## src/rtl/booth_sequencer_if.sv

```systemverilog
// Operand/result handshake bundle for booth_sequencer.
// Latency: none (wires only).
// Backpressure: carries in_valid/in_ready and out_valid/out_ready pairs.
//
// Signals:
//   in_valid, multiplicand, multiplier : operand pair offered by the source
//   in_ready                           : sequencer can take a pair (IDLE)
//   out_valid, product                 : signed product offered to the consumer
//   out_ready                          : consumer takes the product
//   busy                               : an operation is running or waiting
// Modports:
//   master : source/consumer side (drives operands and out_ready)
//   slave  : the sequencer
interface booth_sequencer_if #(
  parameter int WIDTH = 16
);
  logic                   in_valid;
  logic                   in_ready;
  logic [WIDTH-1:0]       multiplicand;
  logic [WIDTH-1:0]       multiplier;
  logic                   out_valid;
  logic                   out_ready;
  logic [2*WIDTH-1:0]     product;
  logic                   busy;

  modport master (
    output in_valid,
    output multiplicand,
    output multiplier,
    output out_ready,
    input  in_ready,
    input  out_valid,
    input  product,
    input  busy
  );

  modport slave (
    input  in_valid,
    input  multiplicand,
    input  multiplier,
    input  out_ready,
    output in_ready,
    output out_valid,
    output product,
    output busy
  );
endinterface

```

## src/rtl/booth_sequencer.sv

```systemverilog
// Iterative radix-2 Booth multiplier, one Booth step per clock.
// Latency: WIDTH cycles from the accept edge to out_valid; WIDTH+2 cycles per product.
// Backpressure: product held in DONE until out_ready; no new pair until after the handshake.
//
// Ports:
//   clk   : single clock, all state on the rising edge
//   reset : synchronous active-high reset, overrides everything
//   bus   : slave side of booth_sequencer_if (operands in, product out)
module booth_sequencer #(
  parameter int WIDTH     = 16,
  parameter int CNT_WIDTH = $clog2(WIDTH)
) (
  input  logic                 clk,
  input  logic                 reset,
  booth_sequencer_if.slave     bus
);

  typedef enum logic [1:0] {
    S_IDLE = 2'd0,
    S_RUN  = 2'd1,
    S_DONE = 2'd2
  } state_t;

  state_t                 r_state;
  state_t                 w_state_next;

  logic [CNT_WIDTH-1:0]   r_count;
  logic [WIDTH:0]         r_a;        // one bit wider than M so -2^(WIDTH-1) cannot overflow
  logic [WIDTH-1:0]       r_q;
  logic                   r_q_m1;
  logic [WIDTH-1:0]       r_m;
  logic [2*WIDTH-1:0]     r_product;

  logic                   w_accept;
  logic                   w_handshake;
  logic                   w_last;
  logic [WIDTH:0]         w_m_ext;
  logic [WIDTH:0]         w_a_sum;
  logic [WIDTH:0]         w_a_shift;
  logic [WIDTH-1:0]       w_q_shift;
  logic                   w_q_m1_shift;
  logic [2*WIDTH-1:0]     w_product_step;

  // Handshake qualifiers come from registered state only.
  assign w_accept    = bus.in_valid  && (r_state == S_IDLE);
  assign w_handshake = bus.out_ready && (r_state == S_DONE);
  assign w_last      = (r_count == CNT_WIDTH'(WIDTH - 1));

  // ------------------------------------------------------------------
  // FSM state register
  // ------------------------------------------------------------------
  always_ff @(posedge clk) begin
    if (reset) begin
      r_state <= S_IDLE;
    end else begin
      r_state <= w_state_next;
    end
  end

  // ------------------------------------------------------------------
  // FSM next-state logic
  // ------------------------------------------------------------------
  always_comb begin
    w_state_next = r_state;
    case (r_state)
      S_IDLE: begin
        if (w_accept) begin
          w_state_next = S_RUN;
        end
      end
      S_RUN: begin
        if (w_last) begin
          w_state_next = S_DONE;
        end
      end
      S_DONE: begin
        if (w_handshake) begin
          w_state_next = S_IDLE;
        end
      end
      default: begin
        w_state_next = S_IDLE;
      end
    endcase
  end

  // ------------------------------------------------------------------
  // One Booth step: add/subtract M depending on {Q[0], Q_-1}, then
  // arithmetic right shift of {A, Q, Q_-1} by one.
  // ------------------------------------------------------------------
  always_comb begin
    w_m_ext = {r_m[WIDTH-1], r_m};
    w_a_sum = r_a;
    case ({r_q[0], r_q_m1})
      2'b01:   w_a_sum = r_a + w_m_ext;
      2'b10:   w_a_sum = r_a - w_m_ext;
      default: w_a_sum = r_a;
    endcase
    w_a_shift      = {w_a_sum[WIDTH], w_a_sum[WIDTH:1]};
    w_q_shift      = {w_a_sum[0], r_q[WIDTH-1:1]};
    w_q_m1_shift   = r_q[0];
    // After the final shift the exact product is the low 2*WIDTH bits of {A,Q};
    // the extra A bit is only a sign copy by then.
    w_product_step = {w_a_shift[WIDTH-1:0], w_q_shift};
  end

  // ------------------------------------------------------------------
  // Datapath registers
  // ------------------------------------------------------------------
  always_ff @(posedge clk) begin
    if (reset) begin
      r_count   <= '0;
      r_a       <= '0;
      r_q       <= '0;
      r_q_m1    <= 1'b0;
      r_m       <= '0;
      r_product <= '0;
    end else begin
      case (r_state)
        S_IDLE: begin
          // Operands are sampled only here; later input changes are ignored.
          if (w_accept) begin
            r_m     <= bus.multiplicand;
            r_q     <= bus.multiplier;
            r_a     <= '0;
            r_q_m1  <= 1'b0;
            r_count <= '0;
          end
        end
        S_RUN: begin
          r_a    <= w_a_shift;
          r_q    <= w_q_shift;
          r_q_m1 <= w_q_m1_shift;
          // The counter stops at WIDTH-1 rather than wrapping; the next
          // accept reloads it.
          if (w_last) begin
            r_product <= w_product_step;
          end else begin
            r_count <= r_count + CNT_WIDTH'(1);
          end
        end
        default: begin
          // DONE: everything held so the product stays stable under backpressure.
        end
      endcase
    end
  end

  // ------------------------------------------------------------------
  // Outputs, decoded from registered state only
  // ------------------------------------------------------------------
  assign bus.in_ready  = (r_state == S_IDLE);
  assign bus.out_valid = (r_state == S_DONE);
  assign bus.busy      = (r_state == S_RUN) || (r_state == S_DONE);
  assign bus.product   = r_product;

endmodule
```

## src/flat_wrapper.sv

```systemverilog
// flat-port wrapper written by rule: the top's interface ports become plain ports
module booth_sequencer_flat 
#(
  parameter int WIDTH     = 16,
  parameter int CNT_WIDTH = $clog2(WIDTH)
)
  (clk, reset, bus_in_valid, bus_multiplicand, bus_multiplier, bus_out_ready, bus_in_ready, bus_out_valid, bus_product, bus_busy);
  booth_sequencer_if #(.WIDTH(WIDTH)) bus_i ();
  input  logic clk;
  input  logic reset;
  input wire logic [$bits(bus_i.in_valid)-1:0] bus_in_valid;
  input wire logic [$bits(bus_i.multiplicand)-1:0] bus_multiplicand;
  input wire logic [$bits(bus_i.multiplier)-1:0] bus_multiplier;
  input wire logic [$bits(bus_i.out_ready)-1:0] bus_out_ready;
  output wire logic [$bits(bus_i.in_ready)-1:0] bus_in_ready;
  output wire logic [$bits(bus_i.out_valid)-1:0] bus_out_valid;
  output wire logic [$bits(bus_i.product)-1:0] bus_product;
  output wire logic [$bits(bus_i.busy)-1:0] bus_busy;
  assign bus_i.in_valid = bus_in_valid;
  assign bus_i.multiplicand = bus_multiplicand;
  assign bus_i.multiplier = bus_multiplier;
  assign bus_i.out_ready = bus_out_ready;
  assign bus_in_ready = bus_i.in_ready;
  assign bus_out_valid = bus_i.out_valid;
  assign bus_product = bus_i.product;
  assign bus_busy = bus_i.busy;
  booth_sequencer #(.WIDTH(WIDTH), .CNT_WIDTH(CNT_WIDTH)) u_core (.clk(clk), .reset(reset), .bus(bus_i));
endmodule
```

## config.mk

```make
export PLATFORM = sky130hd
export DESIGN_NAME = booth_sequencer_flat
export DESIGN_NICKNAME = d
export VERILOG_FILES = /design/src/rtl/booth_sequencer_if.sv /design/src/rtl/booth_sequencer.sv /design/src/flat_wrapper.sv
export SDC_FILE = /design/constraint.sdc
export NUM_CORES = 1
export LEC_CHECK = 0
export CAP_MARGIN = 20
export CORE_ASPECT_RATIO = 0.8
export CORE_UTILIZATION = 40
export CTS_CLUSTER_DIAMETER = 50
export DETAILED_ROUTE_END_ITERATION = 10
export GPL_TIMING_DRIVEN = 0
export PLACE_DENSITY = 0.72
export SYNTH_ARGS = -nofsm -noshare
export SYNTH_HDL_FRONTEND = slang
export SYNTH_SLANG_ARGS = --single-unit
```

## constraint.sdc

```tcl
create_clock -name clk -period 5.8 [get_ports clk]
set_input_delay 0.87 -clock clk [delete_from_list [all_inputs] [get_ports clk]]
set_output_delay 0.87 -clock clk [all_outputs]
set_load 0.005 [all_outputs]
```

Word level (Yosys, flattened, before mapping)
Cells that the tools add are included.
Cells by class
  $add $sub $neg: 3
  multiply operators: 0
  div/mod/pow operators: 0
  $lt $le $gt $ge: 0
  eq/ne operators: 9
  shift-type cells: 0
  mux-type cells: 14
  bitwise logic cells: 0
  reduce and logical (&&, ||, !) cells: 10
Operators by type and width (number)
  17-bit case mux with 2 select lines: 2
  16-bit case mux with 2 select lines: 1
  17-bit adder: 1
  17-bit 2-to-1 mux: 1
  17-bit subtractor: 1
  16-bit 2-to-1 mux: 1
  4-bit 2-to-1 mux: 2
  4-bit case mux with 2 select lines: 1
  2-bit 2-to-1 mux: 3
  2-bit by 1-bit != test with 1-bit output, second input constant: 3
  2-bit case mux with 3 select lines: 1
  2-bit AND reduction: 3
  3-bit AND reduction: 2
  4-bit by 1-bit adder with 4-bit output, second input constant: 1
  2-bit by 1-bit == test with 1-bit output, second input constant: 2
  2-bit == test, second input constant: 2
  4-bit == test, second input constant: 1
  1-bit logical AND: 2
  2-bit logical NOT: 1
  2-bit != test, second input constant: 1
  1-bit case mux with 2 select lines: 1
  2-bit nonzero test: 1
  1-bit logical OR: 1
  1-bit 2-to-1 mux: 1
Storage, ports and cells
  register bits after elaboration: 88
  latch bits: 0
  RAM bits: 0
  ROM bits: 0
  bits of input ports: 36
  output and inout port bits: 35
  word-level logic and storage cells: 43
  memories: 0

Longest topological paths before layout
  depth in word-level cells: 4
  mapped depth: 14
  depth with buffers taken out: 14

Least setup slack after synthesis
OpenSTA, ideal clock, no wires.
  kind: reg2reg
  from: register u_core.r_m[2]
  to: register u_core.r_a[15]
  setup time: 0.062 ns
  data arrival time: 3.251 ns
  data required time: 5.738 ns
  slack: 2.487 ns
  stages on the path, launching flop included: 15
  buffers on the path: 0
  clock period less this slack: 3.313 ns
  cells stage by stage: dfxtp_1 or3_1 nor3_1 nand2b_1 nor3_1 nor2_1 xnor2_1 ha_1 a21o_1 o21ba_2 o22ai_1 a211oi_1 mux2i_1 or4_1 nand3_1
On the way
  word-level cells in the longest chain between the ends: 3
  elaborated cells on any way between the ends: 4
  classes of those cells: add/sub: 2; mux: 2
Ends and longest elaborated chain
  start: declaration: RTL line booth_sequencer.sv:31  | logic [WIDTH-1:0] r_m;
  start signal: assignment: RTL line booth_sequencer.sv:123  | r_m <= bus.multiplicand;
  17-bit subtractor / 17-bit adder (equally long branches): RTL line booth_sequencer.sv:96, booth_sequencer.sv:95
  17-bit case mux with 2 select lines (*): RTL line booth_sequencer.sv:94  | case ({r_q[0], r_q_m1})
  17-bit case mux with 2 select lines (*): RTL line booth_sequencer.sv:119  | case (r_state)
  end signal: assignment: RTL line booth_sequencer.sv:131  | r_a <= w_a_shift;
  end: declaration: RTL line booth_sequencer.sv:28  | logic [WIDTH:0] r_a;
Every way passes the cells marked *; elsewhere a longest branch is shown, timed or not.
A chain may end at the register's enable or synchronous reset.

Worst setup path after layout
  from: register u_core.r_m[2]
  to: register u_core.r_product[31] (netlist: u_core.bus.product[31])
On the way
  word-level cells in the longest chain between the ends: 2
  elaborated cells on any way between the ends: 3
  classes of those cells: add/sub: 2; mux: 1
Ends and longest elaborated chain
  17-bit subtractor / 17-bit adder (equally long branches): RTL line booth_sequencer.sv:96, booth_sequencer.sv:95
  17-bit case mux with 2 select lines (*): RTL line booth_sequencer.sv:94
  end signal: assignment: RTL line booth_sequencer.sv:137  | r_product <= w_product_step;
  end: declaration: RTL line booth_sequencer.sv:32  | logic [2*WIDTH-1:0] r_product;
Marked as above.

==> run_summary.xml <==
<?xml version="1.0" encoding="UTF-8"?>
<metrics>
  <group name="setup_path">
    <metric name="worst_setup_path_end_kind" unit="">flip-flop</metric>
    <metric name="worst_path_slowest_cell" unit="">sky130_fd_sc_hd__or3_1</metric>
    <metric name="critical_path_arrival" unit="ns">4.14</metric>
    <metric name="path_max_fanout" unit="">7</metric>
    <metric name="critical_path_class" unit="">flip-flop to flip-flop</metric>
    <metric name="crit_required" unit="ns">6.06</metric>
    <metric name="cp_slowest_stage_delay" unit="ns">0.51</metric>
    <metric name="startpoint_class_of_the_critical_path" unit="">flip-flop</metric>
    <metric name="path_cells" unit="">or3_1 &gt; nor3_1 &gt; nand2b_1 &gt; nor3_1 &gt; nor2_1 &gt; xnor2_1 &gt; ha_1 &gt; a21o_1 &gt; o21ba_2 &gt; o22ai_1 &gt; a211oi_1 &gt; mux2i_1 &gt; xor2_1 &gt; a211oi_1</metric>
  </group>
  <group name="cells_and_area">
    <metric name="areaGrowthSynthToFinish" unit="%">24.9</metric>
    <metric name="design.final.nets" unit="">730</metric>
    <metric name="fin_area" unit="mm2">0.00587</metric>
    <metric name="antenna-diode-count" unit="">0</metric>
    <metric name="layout-drive-gt1-share" unit="%">2.96</metric>
    <metric name="finish.cell_count_without_fillers" unit="">824</metric>
  </group>
  <group name="global_route">
    <metric name="global_route.overflow_total" unit="">0</metric>
    <metric name="global_route.usage.total" unit="%">21.9</metric>
    <metric name="grt_pass1_wl" unit="um">21000</metric>
    <metric name="first_global_vias" unit="">4375</metric>
    <metric name="grt_antenna_before_repair" unit="">0</metric>
    <metric name="largest_net_degree_at_the_start_of_global_routing" unit="">17</metric>
  </group>
  <group name="clocking">
    <metric name="cts.repair.resized" unit="">0</metric>
    <metric name="cts-hold-fix-buffers" unit="">0</metric>
    <metric name="buffers_inserted_by_post_cts_timing_repair" unit="">0</metric>
    <metric name="cts_inserted_buffers" unit="">9</metric>
    <metric name="root_buffer" unit="">sky130_fd_sc_hd__clkbuf_16</metric>
    <metric name="numClockSinks" unit="">87</metric>
    <metric name="source_to_sink_clock_delay_at_the_later_pin_of_the_worst_skew_pair" unit="ns">0.34</metric>
    <metric name="cts_max_level" unit="">3</metric>
    <metric name="worst_setup_hold_path_clk_slew" unit="ns">0.07</metric>
    <metric name="tritoncts" unit="">built</metric>
    <metric name="clockBufferDepth" unit="">2</metric>
  </group>
  <group name="outcome">
    <metric name="outcome" unit="">complete, no violations</metric>
  </group>
  <group name="timing">
    <metric name="timing.final.crit_period" unit="ns">3.87</metric>
    <metric name="achievable-frequency" unit="MHz">258</metric>
    <metric name="rsz0062_at_grt" unit="">false</metric>
    <metric name="worst_slew_margin_relative_to_its_limit" unit="%">50.7</metric>
    <metric name="maxSlewViolCount" unit="">0</metric>
    <metric name="aggregate_negative_setup_slack" unit="ns">0</metric>
    <metric name="final.period_utilization" unit="%">66.8</metric>
    <metric name="timing.clock.skew" unit="ns">0.00806</metric>
    <metric name="setup_viol_count_final" unit="">0</metric>
    <metric name="worst_slew_pin_slew" unit="ns">0.739</metric>
    <metric name="holdWs" unit="ns">0.457</metric>
    <metric name="final_hold_violating_endpoints" unit="">0</metric>
  </group>
  <group name="power_and_ir_drop">
    <metric name="power_switching_share" unit="%">36.3</metric>
    <metric name="reported_leakage_power" unit="nW">2.09</metric>
    <metric name="comb_power_share" unit="%">33.7</metric>
    <metric name="ir_drop" unit="mV">0.154</metric>
    <metric name="power" unit="mW">1.87</metric>
    <metric name="power_report.internal_total" unit="mW">1.19</metric>
    <metric name="power_density_cells" unit="mW/mm2">319</metric>
    <metric name="p_seq_share" unit="%">35.9</metric>
    <metric name="total_switching_power" unit="mW">0.679</metric>
    <metric name="power_frac_clock" unit="%">30.3</metric>
  </group>
  <group name="die">
    <metric name="pin_count" unit="">71</metric>
    <metric name="fp.coreArea" unit="mm2">0.0115</metric>
    <metric name="die_x" unit="um">123</metric>
    <metric name="die_h" unit="um">99.0</metric>
    <metric name="num_rows" unit="">35</metric>
    <metric name="die_area" unit="mm2">0.0122</metric>
    <metric name="initial_core_util" unit="%">41.0</metric>
  </group>
  <group name="detailed_routing">
    <metric name="drt_pre_antenna_iters" unit="">5</metric>
    <metric name="wire_per_inst" unit="um">15.7</metric>
    <metric name="dr_total_vias" unit="">4560</metric>
    <metric name="final_antenna_net_count" unit="">0</metric>
    <metric name="totalWireLength" unit="um">12900</metric>
    <metric name="remaining_drc_errors" unit="">0</metric>
    <metric name="drt_iter0_markers" unit="">360</metric>
    <metric name="via_per_inst" unit="">5.53</metric>
  </group>
  <group name="job">
    <metric name="drv_cap" unit="">0</metric>
  </group>
  <group name="yosys">
    <metric name="avgSynthCellArea" unit="um2">7.96</metric>
    <metric name="synth_cell_type_count" unit="">49</metric>
    <metric name="ys_seq_area_share" unit="%">37.0</metric>
    <metric name="yosys_warnings" unit="">0</metric>
    <metric name="syn_area" unit="mm2">0.00470</metric>
    <metric name="ys_async_sr_fraction" unit="%">0</metric>
    <metric name="synth_nets" unit="">650</metric>
    <metric name="syn_inst" unit="">591</metric>
    <metric name="post_synth_edffs" unit="">0</metric>
    <metric name="synth_top_flop_cell" unit="">sky130_fd_sc_hd__dfxtp_1</metric>
    <metric name="ys_ff_latch" unit="">87</metric>
  </group>
  <group name="placed_design">
    <metric name="final_wtd_congestion" unit="">0.869</metric>
    <metric name="placedInstanceArea" unit="mm2">0.00558</metric>
    <metric name="numPortBuffers" unit="">69</metric>
    <metric name="placed_cells_incl_taps" unit="">808</metric>
    <metric name="dpl.hpwl" unit="um">9860</metric>
  </group>
  <group name="min_path">
    <metric name="min-delay-path-class" unit="">flip-flop to flip-flop</metric>
  </group>
</metrics>
-- power groups by stage --
stage	Sequential, mW	Combinational, mW	Clock, mW
2_1_floorplan	0.675	0.466	0
3_3_place_gp	0.684	0.607	0
3_5_place_dp	0.686	0.621	0
4_1_cts	0.672	0.626	0.576
5_1_grt	0.678	0.701	0.597
6_report	0.673	0.632	0.568
-- sequential cells by signal, indices dropped and copies added (netlist names) --
name                count
u_core.r_a             16
u_core.r_m             16
u_core.r_q             16
u_core.r_state          2
u_core.r_count          4
u_core.bus.product     32
u_core.r_q_m1           1
-- area by class of cell --
type / count / area, um2
plain buffers: 36 / 135
clock buffers: 10 / 239
clock inverters: 6 / 53.8
fillers: 1094 / 5600
inverters: 15 / 56.3
multi-input cells: 453 / 2770
flip-flops and latches: 87 / 1740
well taps: 148 / 185
repair buffers: 69 / 691
-- through the flow --
step	worst slack, ns	utilization [%]
2_1_floorplan	2.49	-
3_3_place_gp	2.01	48.6
3_5_place_dp	1.94	48.6
4_1_cts	1.93	51.2
5_1_grt	1.54	51.2
6_report	1.93	51.2
-- synthesized netlist by cell type (4+ instances only) --
| cell | n | area, um2 |
|---|---|---|
| sky130_fd_sc_hd__nand3b_1 | 6 | 45.0 |
| sky130_fd_sc_hd__nor2b_1 | 4 | 25.0 |
| sky130_fd_sc_hd__o41ai_1 | 5 | 43.8 |
| sky130_fd_sc_hd__a211oi_1 | 23 | 173 |
| sky130_fd_sc_hd__buf_1 | 6 | 22.5 |
| sky130_fd_sc_hd__nand4_1 | 4 | 25.0 |
| sky130_fd_sc_hd__xnor2_1 | 16 | 140 |
| sky130_fd_sc_hd__and2_1 | 5 | 31.3 |
| sky130_fd_sc_hd__o21a_1 | 6 | 45.0 |
| sky130_fd_sc_hd__mux2i_1 | 25 | 250 |
| sky130_fd_sc_hd__nor2_1 | 74 | 278 |
| sky130_fd_sc_hd__ha_1 | 22 | 275 |
| sky130_fd_sc_hd__nor3_1 | 17 | 85.1 |
| sky130_fd_sc_hd__a21oi_1 | 68 | 340 |
| sky130_fd_sc_hd__inv_1 | 15 | 56.3 |
| sky130_fd_sc_hd__clkbuf_1 | 30 | 113 |
| sky130_fd_sc_hd__nand2b_1 | 4 | 25.0 |
| sky130_fd_sc_hd__a32oi_1 | 5 | 43.8 |
| sky130_fd_sc_hd__o21ai_0 | 12 | 60.1 |
| sky130_fd_sc_hd__nand3_1 | 7 | 35.0 |
| sky130_fd_sc_hd__dfxtp_1 | 87 | 1740 |
| sky130_fd_sc_hd__nand2_1 | 88 | 330 |
| sky130_fd_sc_hd__a22oi_1 | 8 | 60.1 |
| sky130_fd_sc_hd__a21o_1 | 5 | 37.5 |
| sky130_fd_sc_hd__xor2_1 | 9 | 78.8 |
-- cell usage in the layout, fill, tap and decap left out, types with 12 or more instances in the layout --
master | netlist | routed
sky130_fd_sc_hd__nand2_1 | 88 | 88
sky130_fd_sc_hd__dfxtp_1 | 87 | 87
sky130_fd_sc_hd__nor2_1 | 74 | 74
sky130_fd_sc_hd__clkdlybuf4s50_1 | 0 | 69
sky130_fd_sc_hd__a21oi_1 | 68 | 68
sky130_fd_sc_hd__clkbuf_1 | 30 | 30
sky130_fd_sc_hd__mux2i_1 | 25 | 25
sky130_fd_sc_hd__a211oi_1 | 23 | 23
sky130_fd_sc_hd__ha_1 | 22 | 22
sky130_fd_sc_hd__nor3_1 | 17 | 17
sky130_fd_sc_hd__xnor2_1 | 16 | 16
sky130_fd_sc_hd__inv_1 | 15 | 15
sky130_fd_sc_hd__o21ai_0 | 12 | 12
-- final timing paths --
check                                        end  cells past startpoint                               start  slack, ns
max          u_core.bus.product[31]$_SDFFE_PP0P_                     14          u_core.r_m[2]$_SDFFE_PP0P_       1.93
min           u_core.bus.product[2]$_SDFFE_PP0P_                      2  u_core.bus.product[2]$_SDFFE_PP0P_       0.46
max reg2reg  u_core.bus.product[31]$_SDFFE_PP0P_                     14          u_core.r_m[2]$_SDFFE_PP0P_       1.93
min reg2reg   u_core.bus.product[2]$_SDFFE_PP0P_                      2  u_core.bus.product[2]$_SDFFE_PP0P_       0.46
-- layer usage --
| metal | vias up | wire length, um | GRT usage (%) |
|---|---|---|---|
| li1 | 2248 | - | - |
| met1 | 2130 | 6000 | 29.6 |
| met2 | 164 | 5970 | 35.6 |
| met3 | 18 | 746 | 3.88 |
| met4 | 0 | 208 | 6.02 |
| met5 | - | 0 | 0 |
-- cell families after synthesis --
family                     synth area share [%]
AOI/OAI and AO/OA                          21.5
xor gates and xnor gates                   4.66
DFF                                        37.0
adders and majority gates                  6.28
buffers and inverters                      4.07
muxes                                      5.56
and+or+nand+nor                            20.9
-- critical path, delay by kind of cell (launching register included) --
family	cells	cell delay, ns
mux	1	0.40
compound gates	5	1.04
flops	1	0.36
xor+xnor	2	0.33
simple gates	5	1.35
fa+ha+maj	1	0.33
(Power assumes the default switching activity.)
